$ cat config.mk
export PLATFORM = sky130hd
export DESIGN_NAME = uart_prog_loader
export DESIGN_NICKNAME = d
export VERILOG_FILES = /design/src/rtl/upg_pkg.sv /design/src/rtl/uart_rx_byte.sv /design/src/rtl/uart_prog_loader.sv
export SDC_FILE = /design/constraint.sdc
export NUM_CORES = 1
export LEC_CHECK = 0
export ABC_AREA = 0
export CAP_MARGIN = 20
export CORE_ASPECT_RATIO = 0.8
export CORE_UTILIZATION = 58
export CTS_CLUSTER_SIZE = 10
export DETAILED_ROUTE_END_ITERATION = 7
export PLACE_DENSITY = 0.79
export SLEW_MARGIN = 30
export SYNTH_ARGS = -nofsm -noshare
export SYNTH_HDL_FRONTEND = slang
export SYNTH_SLANG_ARGS = --single-unit
$ cat constraint.sdc
create_clock -name clk -period 3.6 [get_ports clk]
set_clock_uncertainty 0.15 [all_clocks]
set_input_delay 0.54 -clock clk [delete_from_list [all_inputs] [get_ports clk]]
set_output_delay 0.54 -clock clk [all_outputs]
set_load 0.03 [all_outputs]
$ cat src/rtl/upg_pkg.sv
// Shared definitions for the UART program loader.
//   upg_state_e : loader FSM states (S_IDLE..S_WRITE)
//   TGT_*       : segment target / terminator byte codes
//   UPG_IDX_W   : default word-index width; MAX_WORDS = 1 << UPG_IDX_W
//   baud_div    : clocks per UART bit, shared by receiver and echo transmitter
package upg_pkg;

  typedef enum logic [2:0] {
    S_IDLE  = 3'd0,
    S_TGT   = 3'd1,
    S_CNT_L = 3'd2,
    S_CNT_H = 3'd3,
    S_DATA  = 3'd4,
    S_WRITE = 3'd5
  } upg_state_e;

  localparam logic [7:0] TGT_IMEM = 8'h00;
  localparam logic [7:0] TGT_DMEM = 8'h01;
  localparam logic [7:0] TGT_END  = 8'hFF;

  localparam int UPG_IDX_W = 14;

  function automatic int max_words(input int idx_w);
    return 1 << idx_w;
  endfunction

  localparam int MAX_WORDS = max_words(UPG_IDX_W);

  function automatic int baud_div(input int clk_freq, input int baud);
    return clk_freq / baud;
  endfunction

endpackage

$ cat src/rtl/uart_rx_byte.sv
// 8N1 UART byte receiver.
//   clk        : system clock, rising edge
//   rst        : asynchronous reset, active-low
//   rx_sync    : receive line, already synchronized to clk (idle high)
//   byte_o     : received byte, valid while byte_valid=1
//   byte_valid : one-cycle strobe, frame ended with a good stop bit
//   frame_err  : one-cycle strobe, stop bit sampled low
module uart_rx_byte
  import upg_pkg::*;
#(
  parameter int CLK_FREQ = 10_000_000,
  parameter int BAUD     = 128_000
) (
  input  logic       clk,
  input  logic       rst,
  input  logic       rx_sync,
  output logic [7:0] byte_o,
  output logic       byte_valid,
  output logic       frame_err
);

  localparam int DIV  = baud_div(CLK_FREQ, BAUD);
  localparam int HALF = DIV / 2;
  localparam int CW   = $clog2(DIV);

  typedef enum logic [1:0] {R_IDLE, R_START, R_DATA, R_STOP} rx_state_e;

  rx_state_e     st_q;
  logic [CW-1:0] cnt_q;
  logic [2:0]    bit_q;
  logic [7:0]    sh_q;
  logic          prev_q;

  always_ff @(posedge clk or negedge rst) begin
    if (!rst) begin
      st_q       <= R_IDLE;
      cnt_q      <= '0;
      bit_q      <= '0;
      sh_q       <= '0;
      prev_q     <= 1'b1;
      byte_o     <= '0;
      byte_valid <= 1'b0;
      frame_err  <= 1'b0;
    end else begin
      prev_q     <= rx_sync;
      byte_valid <= 1'b0;
      frame_err  <= 1'b0;
      case (st_q)
        R_IDLE: begin
          if (prev_q && !rx_sync) begin
            st_q  <= R_START;
            cnt_q <= '0;
          end
        end
        R_START: begin
          // Mid-start-bit check: a line already back high was only a glitch.
          if (cnt_q == CW'(HALF - 1)) begin
            cnt_q <= '0;
            bit_q <= '0;
            st_q  <= rx_sync ? R_IDLE : R_DATA;
          end else begin
            cnt_q <= cnt_q + 1'b1;
          end
        end
        R_DATA: begin
          if (cnt_q == CW'(DIV - 1)) begin
            cnt_q <= '0;
            sh_q  <= {rx_sync, sh_q[7:1]};
            bit_q <= bit_q + 1'b1;
            if (bit_q == 3'd7) st_q <= R_STOP;
          end else begin
            cnt_q <= cnt_q + 1'b1;
          end
        end
        default: begin
          if (cnt_q == CW'(DIV - 1)) begin
            cnt_q <= '0;
            st_q  <= R_IDLE;
            if (rx_sync) begin
              byte_o     <= sh_q;
              byte_valid <= 1'b1;
            end else begin
              frame_err  <= 1'b1;
            end
          end else begin
            cnt_q <= cnt_q + 1'b1;
          end
        end
      endcase
    end
  end

endmodule

$ cat src/rtl/uart_prog_loader.sv
// UART boot loader: parses [TGT][CNT_L][CNT_H][N x 4 bytes] segments from
// the rx stream and writes little-endian 32-bit words to imem/dmem.
//   clk, rst   : clock (rising edge), asynchronous active-low reset
//   start_pg   : program-mode request level; acts on its rising edge
//   rx         : UART receive line, asynchronous to clk
//   tx         : echo of received bytes when UPG_ECHO_EN is defined, else 1
//   upg_wen_o  : one-cycle write strobe
//   upg_adr_o  : {target (0=imem, 1=dmem), word index}
//   upg_dat_o  : write data, held after each write
//   upg_done_o : 1 when not programming
//   upg_err_o  : sticky protocol/framing error, cleared by start_pg edge
// Build option: define UPG_ECHO_EN to build the 8N1 echo transmitter.
module uart_prog_loader
  import upg_pkg::*;
#(
  parameter int CLK_FREQ = 10_000_000,
  parameter int BAUD     = 128_000,
  parameter int IDX_W    = UPG_IDX_W
) (
  input  logic           clk,
  input  logic           rst,
  input  logic           start_pg,
  input  logic           rx,
  output logic           tx,
  output logic           upg_wen_o,
  output logic [IDX_W:0] upg_adr_o,
  output logic [31:0]    upg_dat_o,
  output logic           upg_done_o,
  output logic           upg_err_o
);

  localparam int MAXW = max_words(IDX_W);

  logic       rx_s1_q, rx_s2_q;
  logic       sp_s1_q, sp_s2_q, sp_prev_q;
  logic       start_edge;
  logic [7:0] rx_byte;
  logic       rx_vld, rx_ferr;

  always_ff @(posedge clk or negedge rst) begin
    if (!rst) begin
      rx_s1_q   <= 1'b1;
      rx_s2_q   <= 1'b1;
      sp_s1_q   <= 1'b0;
      sp_s2_q   <= 1'b0;
      sp_prev_q <= 1'b0;
    end else begin
      rx_s1_q   <= rx;
      rx_s2_q   <= rx_s1_q;
      sp_s1_q   <= start_pg;
      sp_s2_q   <= sp_s1_q;
      sp_prev_q <= sp_s2_q;
    end
  end

  assign start_edge = sp_s2_q & ~sp_prev_q;

  uart_rx_byte #(
    .CLK_FREQ (CLK_FREQ),
    .BAUD     (BAUD)
  ) u_rx (
    .clk        (clk),
    .rst        (rst),
    .rx_sync    (rx_s2_q),
    .byte_o     (rx_byte),
    .byte_valid (rx_vld),
    .frame_err  (rx_ferr)
  );

  upg_state_e       state_q;
  logic             tgt_q;
  logic [7:0]       cnt_l_q;
  logic [IDX_W:0]   n_q;
  logic [IDX_W-1:0] idx_q;
  logic [1:0]       k_q;
  logic [23:0]      word_q;
  logic [15:0]      n_in;
  logic [IDX_W:0]   idx_inc;

  assign n_in    = {rx_byte, cnt_l_q};
  assign idx_inc = {1'b0, idx_q} + {{IDX_W{1'b0}}, 1'b1};

  always_ff @(posedge clk or negedge rst) begin
    if (!rst) begin
      state_q    <= S_IDLE;
      tgt_q      <= 1'b0;
      cnt_l_q    <= '0;
      n_q        <= '0;
      idx_q      <= '0;
      k_q        <= '0;
      word_q     <= '0;
      upg_wen_o  <= 1'b0;
      upg_adr_o  <= '0;
      upg_dat_o  <= '0;
      upg_done_o <= 1'b1;
      upg_err_o  <= 1'b0;
    end else begin
      upg_wen_o <= 1'b0;
      if (start_edge) begin
        // Restart from any state; a partial word is dropped via k_q.
        state_q    <= S_TGT;
        upg_done_o <= 1'b0;
        upg_err_o  <= 1'b0;
        idx_q      <= '0;
        k_q        <= '0;
      end else if (rx_ferr && state_q != S_IDLE) begin
        state_q    <= S_IDLE;
        upg_err_o  <= 1'b1;
        upg_done_o <= 1'b1;
      end else begin
        case (state_q)
          S_TGT: if (rx_vld) begin
            case (rx_byte)
              TGT_IMEM, TGT_DMEM: begin
                tgt_q   <= rx_byte[0];
                state_q <= S_CNT_L;
              end
              TGT_END: begin
                state_q    <= S_IDLE;
                upg_done_o <= 1'b1;
              end
              default: begin
                state_q    <= S_IDLE;
                upg_err_o  <= 1'b1;
                upg_done_o <= 1'b1;
              end
            endcase
          end
          S_CNT_L: if (rx_vld) begin
            cnt_l_q <= rx_byte;
            state_q <= S_CNT_H;
          end
          S_CNT_H: if (rx_vld) begin
            if (n_in == 16'd0) begin
              state_q <= S_TGT;
            end else if (32'(n_in) > 32'(MAXW)) begin
              state_q    <= S_IDLE;
              upg_err_o  <= 1'b1;
              upg_done_o <= 1'b1;
            end else begin
              n_q     <= n_in[IDX_W:0];
              k_q     <= '0;
              state_q <= S_DATA;
            end
          end
          S_DATA: if (rx_vld) begin
            // Bytes shift in from the top so the 4th byte lands in [31:24].
            if (k_q == 2'd3) begin
              upg_wen_o <= 1'b1;
              upg_adr_o <= {tgt_q, idx_q};
              upg_dat_o <= {rx_byte, word_q};
              state_q   <= S_WRITE;
            end else begin
              word_q <= {rx_byte, word_q[23:8]};
              k_q    <= k_q + 1'b1;
            end
          end
          S_WRITE: begin
            k_q <= '0;
            if (idx_inc == n_q) begin
              idx_q   <= '0;
              state_q <= S_TGT;
            end else begin
              idx_q   <= idx_inc[IDX_W-1:0];
              state_q <= S_DATA;
            end
          end
          default: ;
        endcase
      end
    end
  end

`ifdef UPG_ECHO_EN
  localparam int DIV = baud_div(CLK_FREQ, BAUD);
  localparam int CW  = $clog2(DIV);

  logic          tx_q, busy_q;
  logic [9:0]    frame_q;
  logic [3:0]    tbit_q;
  logic [CW-1:0] tcnt_q;

  // Bytes arriving while a previous echo is still shifting out are skipped.
  always_ff @(posedge clk or negedge rst) begin
    if (!rst) begin
      tx_q    <= 1'b1;
      busy_q  <= 1'b0;
      frame_q <= '1;
      tbit_q  <= '0;
      tcnt_q  <= '0;
    end else if (!busy_q) begin
      if (rx_vld) begin
        frame_q <= {1'b1, rx_byte, 1'b0};
        tx_q    <= 1'b0;
        busy_q  <= 1'b1;
        tbit_q  <= '0;
        tcnt_q  <= '0;
      end
    end else if (tcnt_q == CW'(DIV - 1)) begin
      tcnt_q <= '0;
      if (tbit_q == 4'd9) begin
        busy_q <= 1'b0;
        tx_q   <= 1'b1;
      end else begin
        tbit_q <= tbit_q + 1'b1;
        tx_q   <= frame_q[tbit_q + 4'd1];
      end
    end else begin
      tcnt_q <= tcnt_q + 1'b1;
    end
  end

  assign tx = tx_q;
`else
  assign tx = 1'b1;
`endif

endmodule

==> impl_metrics.env, run 1 <==
export IMPL_startpoint="idx_q[0]"
export IMPL_drc=0
export IMPL_fmax_mhz=323.5
export IMPL_clock_latency_ns=0.43
export IMPL_n_fill_cell=792
export IMPL_ys_flop_type="dfrtp_1"
export IMPL_tritoncts="built"
export IMPL_start_util_pct=60.01
export IMPL_clockBufferDepth=2
export IMPL_gp_congestion=0.9498
export IMPL_detail_route_antenna_nets=0
export IMPL_synth_seq_cells=153
export IMPL_clock_root_buffer="clkbuf_16"
export IMPL_grtUsageTotal_pct=25.73
export IMPL_crit_path_end_kind="flip-flop"
export IMPL_worstPathArrival_ns=3.24
export IMPL_synth_edff_count=0
export IMPL_die_x_um=124.5
export IMPL_fin_crit_sh_pct=85.87
export IMPL_start_kind="flip-flop"
export IMPL_dieArea_um2=12450
export IMPL_placed_area_um2=7634
export IMPL_async_flop_share_pct=100.0
export IMPL_grt_setup_unrepaired="false"
export IMPL_rows=35
export IMPL_synth_cells=584
export IMPL_path_clk_slew_ns=0.07
export IMPL_finalHoldViolations=0
export IMPL_multiInputGateArea_um2=2927
export IMPL_grt_antenna_before_repair=0
export IMPL_crit_required_ns=3.75
export IMPL_drtPass1Iterations=4
export IMPL_htreeDepth=4
export IMPL_r2r_start="idx_q[0]"
export IMPL_max_slew_margin_rel_pct=52.48
export IMPL_synthToLayoutAreaGrowth_pct=18.68
export IMPL_grt_pass1_wl_um=25030
export IMPL_synth_area_per_cell_um2=11.92
export IMPL_ys_warn_count=0
export IMPL_synth_area_leaders="dfrtp_1 (54%), mux2_2 (17%), nand2_1 (2.4%)"
export IMPL_synth_top_area_share_pct=53.54
export IMPL_io_pins=55
export IMPL_power_density_nw_per_um2=487.3
export IMPL_setup_viol=0
export IMPL_irDropWorstVdd_mv=0.3816
export IMPL_status="finished, final reports clean"
export IMPL_final_nets=651
export IMPL_routed_wl_um=14890
export IMPL_synth_seq_area_share_pct=55.05
export IMPL_grt_max_degree=65
export IMPL_antenna_cells=0
export IMPL_overflow=0
export IMPL_vias=4770
export IMPL_drive_gt1_share_pct=25.46
export IMPL_drv_slew=0
export IMPL_maxCapViolCount=0
export IMPL_io_buffers=53
export IMPL_fin_area_um2=8265
export IMPL_holdCritPathClass="flip-flop to flip-flop"
export IMPL_worst_pin_slew_ns=0.7073
export IMPL_synth_area_um2=6964
export IMPL_hold_path_depth=0
export IMPL_drt_iter0_drc=290
export IMPL_regArea_um2=3834
export IMPL_yosys_area_top_type="dfrtp_1"
export IMPL_p_leak_nw=3.873
export IMPL_syn_num_nets=600
export IMPL_numCtsBuffers=17
export IMPL_setup_tns_ns=0
export IMPL_core_area_um2=11600
export IMPL_crit_fanout=9
export IMPL_period_minus_slack_ns=3.091
export IMPL_wire_per_inst_um=18.70
export IMPL_cts_sinks=153
export IMPL_ff2ff_path_depth=8
export IMPL_post_dp_hpwl_um=9945
export IMPL_fp_dieH_um=100.0
export IMPL_min_from="rx_s1_q"
export IMPL_critPathKind="flip-flop to flip-flop"
export IMPL_vias_per_cell=5.992
export IMPL_ys_types=60
export IMPL_grt_pass1_vias=4771
## cell usage in the layout (no fill, tap or decap), drive strengths merged, types with 5 or more instances in the layout
cell             n
nand4           12
ha              12
clkbuf          17
o21ai           30
nand2           44
dfrtp          149
mux2           108
a21oi           18
nor2            15
nor4             7
a31oi           11
inv             29
clkdlybuf4s50   52
nand3           17
buf              8
xor2             8
nor3            13
xnor2           11
o31ai            5
clkinv           5
nand2b          10
and3             6
## kinds of logic after synthesis
| group | after synthesis | synth area share (%) |
|---|---|---|
| DFF | 153 | 55.05 |
| and+or+nand+nor | 148 | 11.34 |
| muxes | 110 | 17.75 |
| AOI/OAI and AO/OA | 91 | 8.175 |
| buffers and inverters | 50 | 3.090 |
| xor gates and xnor gates | 19 | 2.390 |
| adders and majority gates | 12 | 2.156 |
| other | 1 | 0.05385 |
## critical path: stages, from the launching register on
cell and delay (ns):
dfrtp_1 0.49, ha_1 0.38, nand4_1 0.18, a2111oi_0 0.48, a21oi_1 0.11, nor4_1 0.37
nand4_2 0.26, nand3_1 0.37, o21ai_0 0.15
## cells in the mapped netlist, drive strengths merged (5+ instances only)
| master | number |
|---|---|
| nand3 | 17 |
| ha | 12 |
| nand2 | 44 |
| mux2 | 108 |
| nand4 | 12 |
| xor2 | 8 |
| a21oi | 18 |
| nor2 | 15 |
| o21ai | 30 |
| and3 | 6 |
| nand2b | 10 |
| nor4 | 7 |
| o31ai | 5 |
| a31oi | 11 |
| dfrtp | 149 |
| clkbuf | 15 |
| buf | 14 |
| nor3 | 13 |
| xnor2 | 11 |
| inv | 21 |
## per-layer routing
metal / up-vias / GRT usage, % / routed length, um
li1: 2203 / - / -
met1: 2441 / 35.99 / 6951
met2: 104 / 40.71 / 7122
met3: 22 / 4.744 / 602
met4: 0 / 9.268 / 210
met5: - / 0 / 0
## stage by stage
| step | setup slack [ns] | hold slack [ns] | utilization (%) | instances | total power, mW |
|---|---|---|---|---|---|
| floorplan | 0.9465 | 0.09441 | - | 584 | 2.083 |
| global placement | 0.7088 | 0.1939 | 65.78 | 763 | 2.181 |
| detailed placement | 0.5988 | 0.1880 | 65.78 | 763 | 2.208 |
| CTS | 0.4949 | 0.2071 | 71.22 | 796 | 4.051 |
| global route | 0.2217 | 0.2078 | 71.22 | 796 | 4.188 |
| finish | 0.5088 | 0.2068 | 71.22 | 796 | 4.028 |
## final cells by class
type / instances / share of cell area (%)
clock buffers: 17 / 5.147
well taps: 148 / 2.240
clock inverters: 15 / 2.377
inverters: 21 / 0.9537
repair buffers: 61 / 7.493
multi-input cells: 381 / 35.41
flip-flops and latches: 153 / 46.38
## power breakdown
part	internal, mW	total [mW]	switching (mW)	leakage [nW]
registers	1.77	1.83	0.0599	2.11
logic	0.129	0.356	0.227	1.47
clock network	1.01	1.85	0.838	0.301
## flip-flops by register name (all words and copies together), names as in the netlist, 2 cells and up
signal / flops
u_rx.sh_q: 8
state_q: 3
k_q: 2
idx_q: 14
u_rx.cnt_q: 7
u_rx.byte_o: 8
n_q: 15
u_rx.bit_q: 3
u_rx.st_q: 2
cnt_l_q: 8
word_q: 24
upg_adr_o: 15
upg_dat_o: 32
## path summary, 6_finish.rpt
kind                       slack (ns)      endpoint
hold / removal                   0.21       rx_s2_q
min in group asynchronous        0.49  upg_adr_o[5]
setup reg to reg                 0.51      idx_q[4]
max in group asynchronous        1.94    upg_done_o
setup / recovery                 0.51      idx_q[4]
hold reg to reg                  0.21       rx_s2_q
## repair_timing
item / 4_1_cts / 5_1_grt
gates resized for setup: 0 / 0
buffers inserted: 0 / 0
endpoints found under the setup margin: 0 / 0
hold buffers: 1 / 0
endpoints found under the hold margin: 53 / 0
Power figures use the tool's default switching activity.
==> inputs of run 2 (changes only) <==
--- a/config.mk
+++ b/config.mk
@@ -8,10 +8,11 @@
 export ABC_AREA = 0
 export CAP_MARGIN = 20
 export CORE_ASPECT_RATIO = 0.8
-export CORE_UTILIZATION = 58
+export CORE_UTILIZATION = 65
+export CTS_BUF_LIST = sky130_fd_sc_hd__clkbuf_4
 export CTS_CLUSTER_SIZE = 10
 export DETAILED_ROUTE_END_ITERATION = 7
-export PLACE_DENSITY = 0.79
+export PLACE_DENSITY = 0.88
 export SLEW_MARGIN = 30
 export SYNTH_ARGS = -nofsm -noshare
 export SYNTH_HDL_FRONTEND = slang
==> constraint.sdc (replaced) <==
create_clock -name clk -period 3.8 [get_ports clk]
set_clock_uncertainty 0.15 [all_clocks]
set_input_delay 0.57 -clock clk [delete_from_list [all_inputs] [get_ports clk]]
set_output_delay 0.57 -clock clk [all_outputs]
set_load 0.01 [all_outputs]
==> impl_metrics.env, run 2 (synthesis gave the netlist of run 1 again) <==
export IMPL_mostFrequentLayoutCell="dfrtp_1"
export IMPL_finalHoldViolations=0
export IMPL_start_util_pct=67.47
export IMPL_status="finished, final reports clean"
export IMPL_vias_per_cell=6.053
export IMPL_die_x_um=117.7
export IMPL_min_from="sp_s1_q"
export IMPL_overflow=0
export IMPL_slowest_delay_ns=0.60
export IMPL_r2r_end="idx_q[8]"
export IMPL_grt_setup_unrepaired="false"
export IMPL_htreeDepth=4
export IMPL_drtPass1Iterations=4
export IMPL_min_to="sp_s2_q"
export IMPL_fp_dieH_um=94.58
export IMPL_io_buffers=53
export IMPL_maxCapViolCount=0
export IMPL_io_pins=55
export IMPL_grt_antenna_before_repair=0
export IMPL_period_minus_slack_ns=3.138
export IMPL_numCtsBuffers=17
export IMPL_crit_required_ns=4.06
export IMPL_rows=33
export IMPL_path_cells="nand3_1, or4_4, xnor2_1, a2111oi_2, nand4_2, buf_4, a31oi_1, mux2i_1"
export IMPL_clockBufferDepth=2
export IMPL_crit_path_end_kind="flip-flop"
export IMPL_grtUsageMet3_pct=5.435
export IMPL_cp_top_family="simple AND/OR/NAND/NOR gates"
export IMPL_vias=4770
export IMPL_cts_hold_buffers=1
export IMPL_layout_setup_ws_ns=0.6616
export IMPL_wire_per_inst_um=18.53
export IMPL_fmax_mhz=318.6
export IMPL_drt_iter0_drc=318
export IMPL_ff2ff_path_depth=8
export IMPL_post_cts_resize_count=0
export IMPL_routed_wl_um=14610
export IMPL_top_register="upg_dat_o"
export IMPL_drive_gt1_share_pct=25.15
export IMPL_holdCritPathClass="flip-flop to flip-flop"
export IMPL_dp_worst_setup_slack_ns=0.7260
export IMPL_largest_register_ffs=32
export IMPL_path_clk_slew_ns=0.14
export IMPL_grt_pass1_vias=4807
export IMPL_use_met1_pct=38.77
export IMPL_top_usage_layer="met2"
export IMPL_detail_route_antenna_nets=0
export IMPL_final_nets=651
export IMPL_top_regs="upg_dat_o x32, word_q x24"
export IMPL_met2_usage_pct=46.27
export IMPL_n_fill_cell=660
export IMPL_core_area_um2=10320
export IMPL_p_leak_nw=3.710
export IMPL_irDropWorstVdd_mv=0.3936
export IMPL_max_slew_margin_rel_pct=50.84
export IMPL_drv_slew=0
export IMPL_antenna_cells=0
export IMPL_crit_fanout=11
export IMPL_r2r_start="idx_q[2]"
export IMPL_synthToLayoutAreaGrowth_pct=13.24
export IMPL_power_density_nw_per_um2=374.4
export IMPL_setup_tns_ns=0
export IMPL_grtUsageTotal_pct=28.26
export IMPL_r2r_slack_ns=0.66
export IMPL_layout_common_cells="dfrtp_1 (149), mux2_2 (108), clkdlybuf4s50_1 (52), nand2_1 (43), o21ai_0 (29)"
export IMPL_setup_viol=0
export IMPL_fin_crit_sh_pct=82.59
export IMPL_clock_latency_ns=0.55
export IMPL_drc=0
export IMPL_fin_util_pct=76.40
export IMPL_grt_pass1_wl_um=24270
export IMPL_cts_sinks=153
export IMPL_cp_slowest_cell="or4_4"
export IMPL_start_kind="flip-flop"
export IMPL_critPathKind="flip-flop to flip-flop"
export IMPL_dieArea_um2=11130
export IMPL_grt_max_degree=79
export IMPL_cts_setup_buffers=0
export IMPL_worstPathArrival_ns=3.40
export IMPL_worst_pin_slew_ns=0.7318
export IMPL_clock_root_buffer="clkbuf_4"
export IMPL_hold_path_depth=0
export IMPL_post_dp_hpwl_um=10340
export IMPL_gp_congestion=0.8972
export IMPL_worst_path_buf_inv=1
export IMPL_tritoncts="built"
-- run 2: cell types whose count changed in the layout (fill, tap and decap cells not counted), sizes merged --
cell / previous run / this run
bufinv: 1 / 0
clkinv: 5 / 8
inv: 29 / 26
clkbuf: 17 / 18
-- run 2: cell type report --
class	count	area (um^2)	area share [%]
clock buffers	18	135.1	1.713
clock inverters	14	117.6	1.491
inverters	21	78.83	0.9995
multi-input cells	381	2927	37.11
flip-flops and latches	153	3834	48.61
well taps	140	175.2	2.221
repair buffers	61	619.3	7.853
-- run 2: per-stage QoR --
stage	std cells	total power [mW]	hold slack [ns]	area [um^2]
2_1_floorplan	584	1.969	0.1244	6964
3_3_place_gp	755	2.057	0.1957	7624
3_5_place_dp	755	2.089	0.1966	7624
4_1_cts	788	2.974	0.2198	7886
5_1_grt	788	3.097	0.2249	7886
6_report	788	2.953	0.2176	7886
-- run 2: worst max-delay path by stage --
stage	from	to	slack, ns	depth (start not counted)
final	idx_q[2]	idx_q[8]	0.66	8
after global routing	idx_q[0]	idx_q[8]	0.36	9
after CTS	idx_q[2]	idx_q[8]	0.68	8
after detailed placement	idx_q[2]	idx_q[8]	0.73	8
after global placement	idx_q[3]	idx_q[8]	0.75	8
after floorplan	idx_q[1]	idx_q[2]	1.15	10
-- run 2: metal layers --
layer,share of wire (%),wire length [um],vias up
met2,49,7210,169
li1,-,-,2206
met1,44,6420,2375
met5,0,0,-
met3,5.4,793,20
met4,1.2,180,0
-- run 2: worst register-to-register path: stages, from the launching register on --
cell       delay (ns)
dfrtp_1          0.58
nand3_1          0.23
or4_4            0.60
xnor2_1          0.16
a2111oi_2        0.44
nand4_2          0.32
buf_4            0.27
a31oi_1          0.16
mux2i_1          0.09
-- run 2: power breakdown --
group	switching, mW	leakage [nW]	internal, mW
Sequential	0.0526	2.11	1.67
Clock	0.607	0.138	0.281
Combinational	0.215	1.47	0.123
Total	0.875	3.71	2.08
==> inputs of run 3 (changes only) <==
--- a/config.mk
+++ b/config.mk
@@ -8,11 +8,11 @@
 export ABC_AREA = 0
 export CAP_MARGIN = 20
 export CORE_ASPECT_RATIO = 0.8
-export CORE_UTILIZATION = 65
+export CORE_UTILIZATION = 55
 export CTS_BUF_LIST = sky130_fd_sc_hd__clkbuf_4
 export CTS_CLUSTER_SIZE = 10
 export DETAILED_ROUTE_END_ITERATION = 7
-export PLACE_DENSITY = 0.88
+export PLACE_DENSITY = 0.79
 export SLEW_MARGIN = 30
 export SYNTH_ARGS = -nofsm -noshare
 export SYNTH_HDL_FRONTEND = slang
==> constraint.sdc (replaced) <==
create_clock -name clk -period 2.85 [get_ports clk]
set_clock_uncertainty 0.15 [all_clocks]
set_input_delay 0.4275 -clock clk [delete_from_list [all_inputs] [get_ports clk]]
set_output_delay 0.4275 -clock clk [all_outputs]
set_load 0.01 [all_outputs]
==> impl_metrics.env, run 3 (synthesis gave the netlist of run 1 again) <==
export IMPL_maxCapViolCount=0
export IMPL_grt_pass1_vias=4716
export IMPL_antenna_cells=0
export IMPL_vias_per_cell=5.817
export IMPL_startpoint="idx_q[0]"
export IMPL_path_clk_slew_ns=0.15
export IMPL_power_density_nw_per_um2=498.7
export IMPL_clock_latency_ns=0.56
export IMPL_io_buffers=53
export IMPL_dp_cells=812
export IMPL_hold_path_depth=1
export IMPL_mostFrequentLayoutCell="dfrtp_1"
export IMPL_finalHoldViolations=0
export IMPL_period_minus_slack_ns=2.716
export IMPL_final_nets=677
export IMPL_fmax_mhz=368.2
export IMPL_post_dp_hpwl_um=10220
export IMPL_htreeDepth=4
export IMPL_gp_congestion=0.9108
export IMPL_rows=36
export IMPL_grtUsageTotal_pct=23.38
export IMPL_start_util_pct=56.84
export IMPL_wl_met1_um=6793
export IMPL_critPathKind="flip-flop to flip-flop"
export IMPL_min_from="rx"
export IMPL_maxUsedRoutingLayer="met4"
export IMPL_numCtsBuffers=17
export IMPL_drt_iter0_drc=384
export IMPL_drtPass1Iterations=5
export IMPL_holdCritPathClass="input pin to flip-flop"
export IMPL_overflow=0
export IMPL_setup_viol=0
export IMPL_p_leak_nw=3.867
export IMPL_drc=0
export IMPL_regArea_um2=3835
export IMPL_start_kind="flip-flop"
export IMPL_max_slew_margin_rel_pct=58.28
export IMPL_setup_tns_ns=0
export IMPL_crit_required_ns=3.13
export IMPL_grt_antenna_before_repair=0
export IMPL_wl_met3_um=593
export IMPL_dr_wl_met2_um=6816
export IMPL_die_x_um=127.8
export IMPL_drv_slew=0
export IMPL_cts_setup_buffers=0
export IMPL_fin_util_pct=66.87
export IMPL_dieArea_um2=13120
export IMPL_min_to="rx_s1_q"
export IMPL_top_regs="upg_dat_o x32, word_q x24"
export IMPL_synthToLayoutAreaGrowth_pct=17.64
export IMPL_r2r_end="idx_q[8]"
export IMPL_routed_wl_um=14360
export IMPL_worstPathArrival_ns=2.99
export IMPL_grt_pass1_wl_um=23690
export IMPL_hold_worst_slack_ns=0.1218
export IMPL_wire_per_inst_um=17.00
export IMPL_crit_path_end_kind="flip-flop"
export IMPL_multiInputGateArea_um2=2944
export IMPL_grt_max_degree=69
export IMPL_layout_common_cells="dfrtp_1 (148), mux2_2 (108), clkdlybuf4s50_1 (52), nand2_1 (43), buf_4 (31)"
export IMPL_n_fill_cell=930
export IMPL_tritoncts="built"
export IMPL_detail_route_antenna_nets=0
export IMPL_fp_dieH_um=102.6
export IMPL_largest_register_ffs=32
export IMPL_io_pins=55
export IMPL_cts_sinks=153
export IMPL_core_area_um2=12250
export IMPL_r2r_slack_ns=0.13
export IMPL_irDropWorstVdd_mv=0.4470
export IMPL_r2r_start="idx_q[0]"
export IMPL_stdcell_count=845
export IMPL_fin_crit_sh_pct=95.30
export IMPL_drive_gt1_share_pct=28.93
export IMPL_clock_root_buffer="clkbuf_4"
export IMPL_vias=4915
export IMPL_worst_pin_slew_ns=0.6257
export IMPL_top_register="upg_dat_o"
export IMPL_crit_fanout=9
export IMPL_status="finished, final reports clean"
export IMPL_grt_setup_unrepaired="false"
export IMPL_clockBufferDepth=2
export IMPL_ff2ff_path_depth=9
==> run 3: cell type report <==
type	count	share of cell area, %
clock buffers	17	1.558
well taps	171	2.611
repair buffers	87	9.942
flip-flops and latches	153	46.81
clock inverters	15	2.184
multi-input cells	381	35.93
inverters	21	0.9621
==> run 3: how the worst max path moves through the flow <==
stage               end  depth (start not counted)  slack (ns)
6_report       idx_q[8]                          9        0.13
5_1_grt          k_q[1]                          7       0.002
4_1_cts          k_q[1]                          7        0.11
3_5_place_dp   idx_q[2]                          7        0.19
3_3_place_gp     k_q[1]                          7        0.25
2_1_floorplan  idx_q[2]                         10        0.20
==> run 3: repair_timing <==
item | in CTS | in global routing
endpoints found under the setup margin | 0 | 15
hold endpoints to repair | 63 | 0
resized for setup | 0 | 4
hold buffers | 1 | 0
==> run 3: metrics by stage <==
step / area [um^2] / power, mW / setup WS [ns]
finish: 8193 / 4.086 / 0.1340
CTS: 8174 / 4.126 / 0.1089
global placement: 7858 / 2.747 / 0.2475
detailed placement: 7858 / 2.784 / 0.1891
global route: 8193 / 4.296 / 0.002084
floorplan: 6964 / 2.625 / 0.1965
==> run 3: critical path, stage by stage (launching register included) <==
cell,delay [ns]
dfrtp_1,0.42
ha_1,0.27
or2_2,0.31
or4_1,0.46
o2111ai_1,0.14
o221a_2,0.24
nand4_2,0.14
buf_4,0.22
a31oi_1,0.16
mux2i_1,0.09
==> run 3: where the power goes <==
group	leakage [nW]	total, mW	switching, mW	internal [mW]
Clock	0.156	1.34	0.926	0.413
Combinational	1.61	0.455	0.287	0.168
Sequential	2.10	2.29	0.0611	2.23
==> run 3: per-layer routing <==
layer | up-vias | GRT usage [%]
met1 | 2518 | 32.32
met2 | 129 | 37.92
met3 | 18 | 4.878
met5 | - | 0
li1 | 2250 | -
met4 | 0 | 6.425
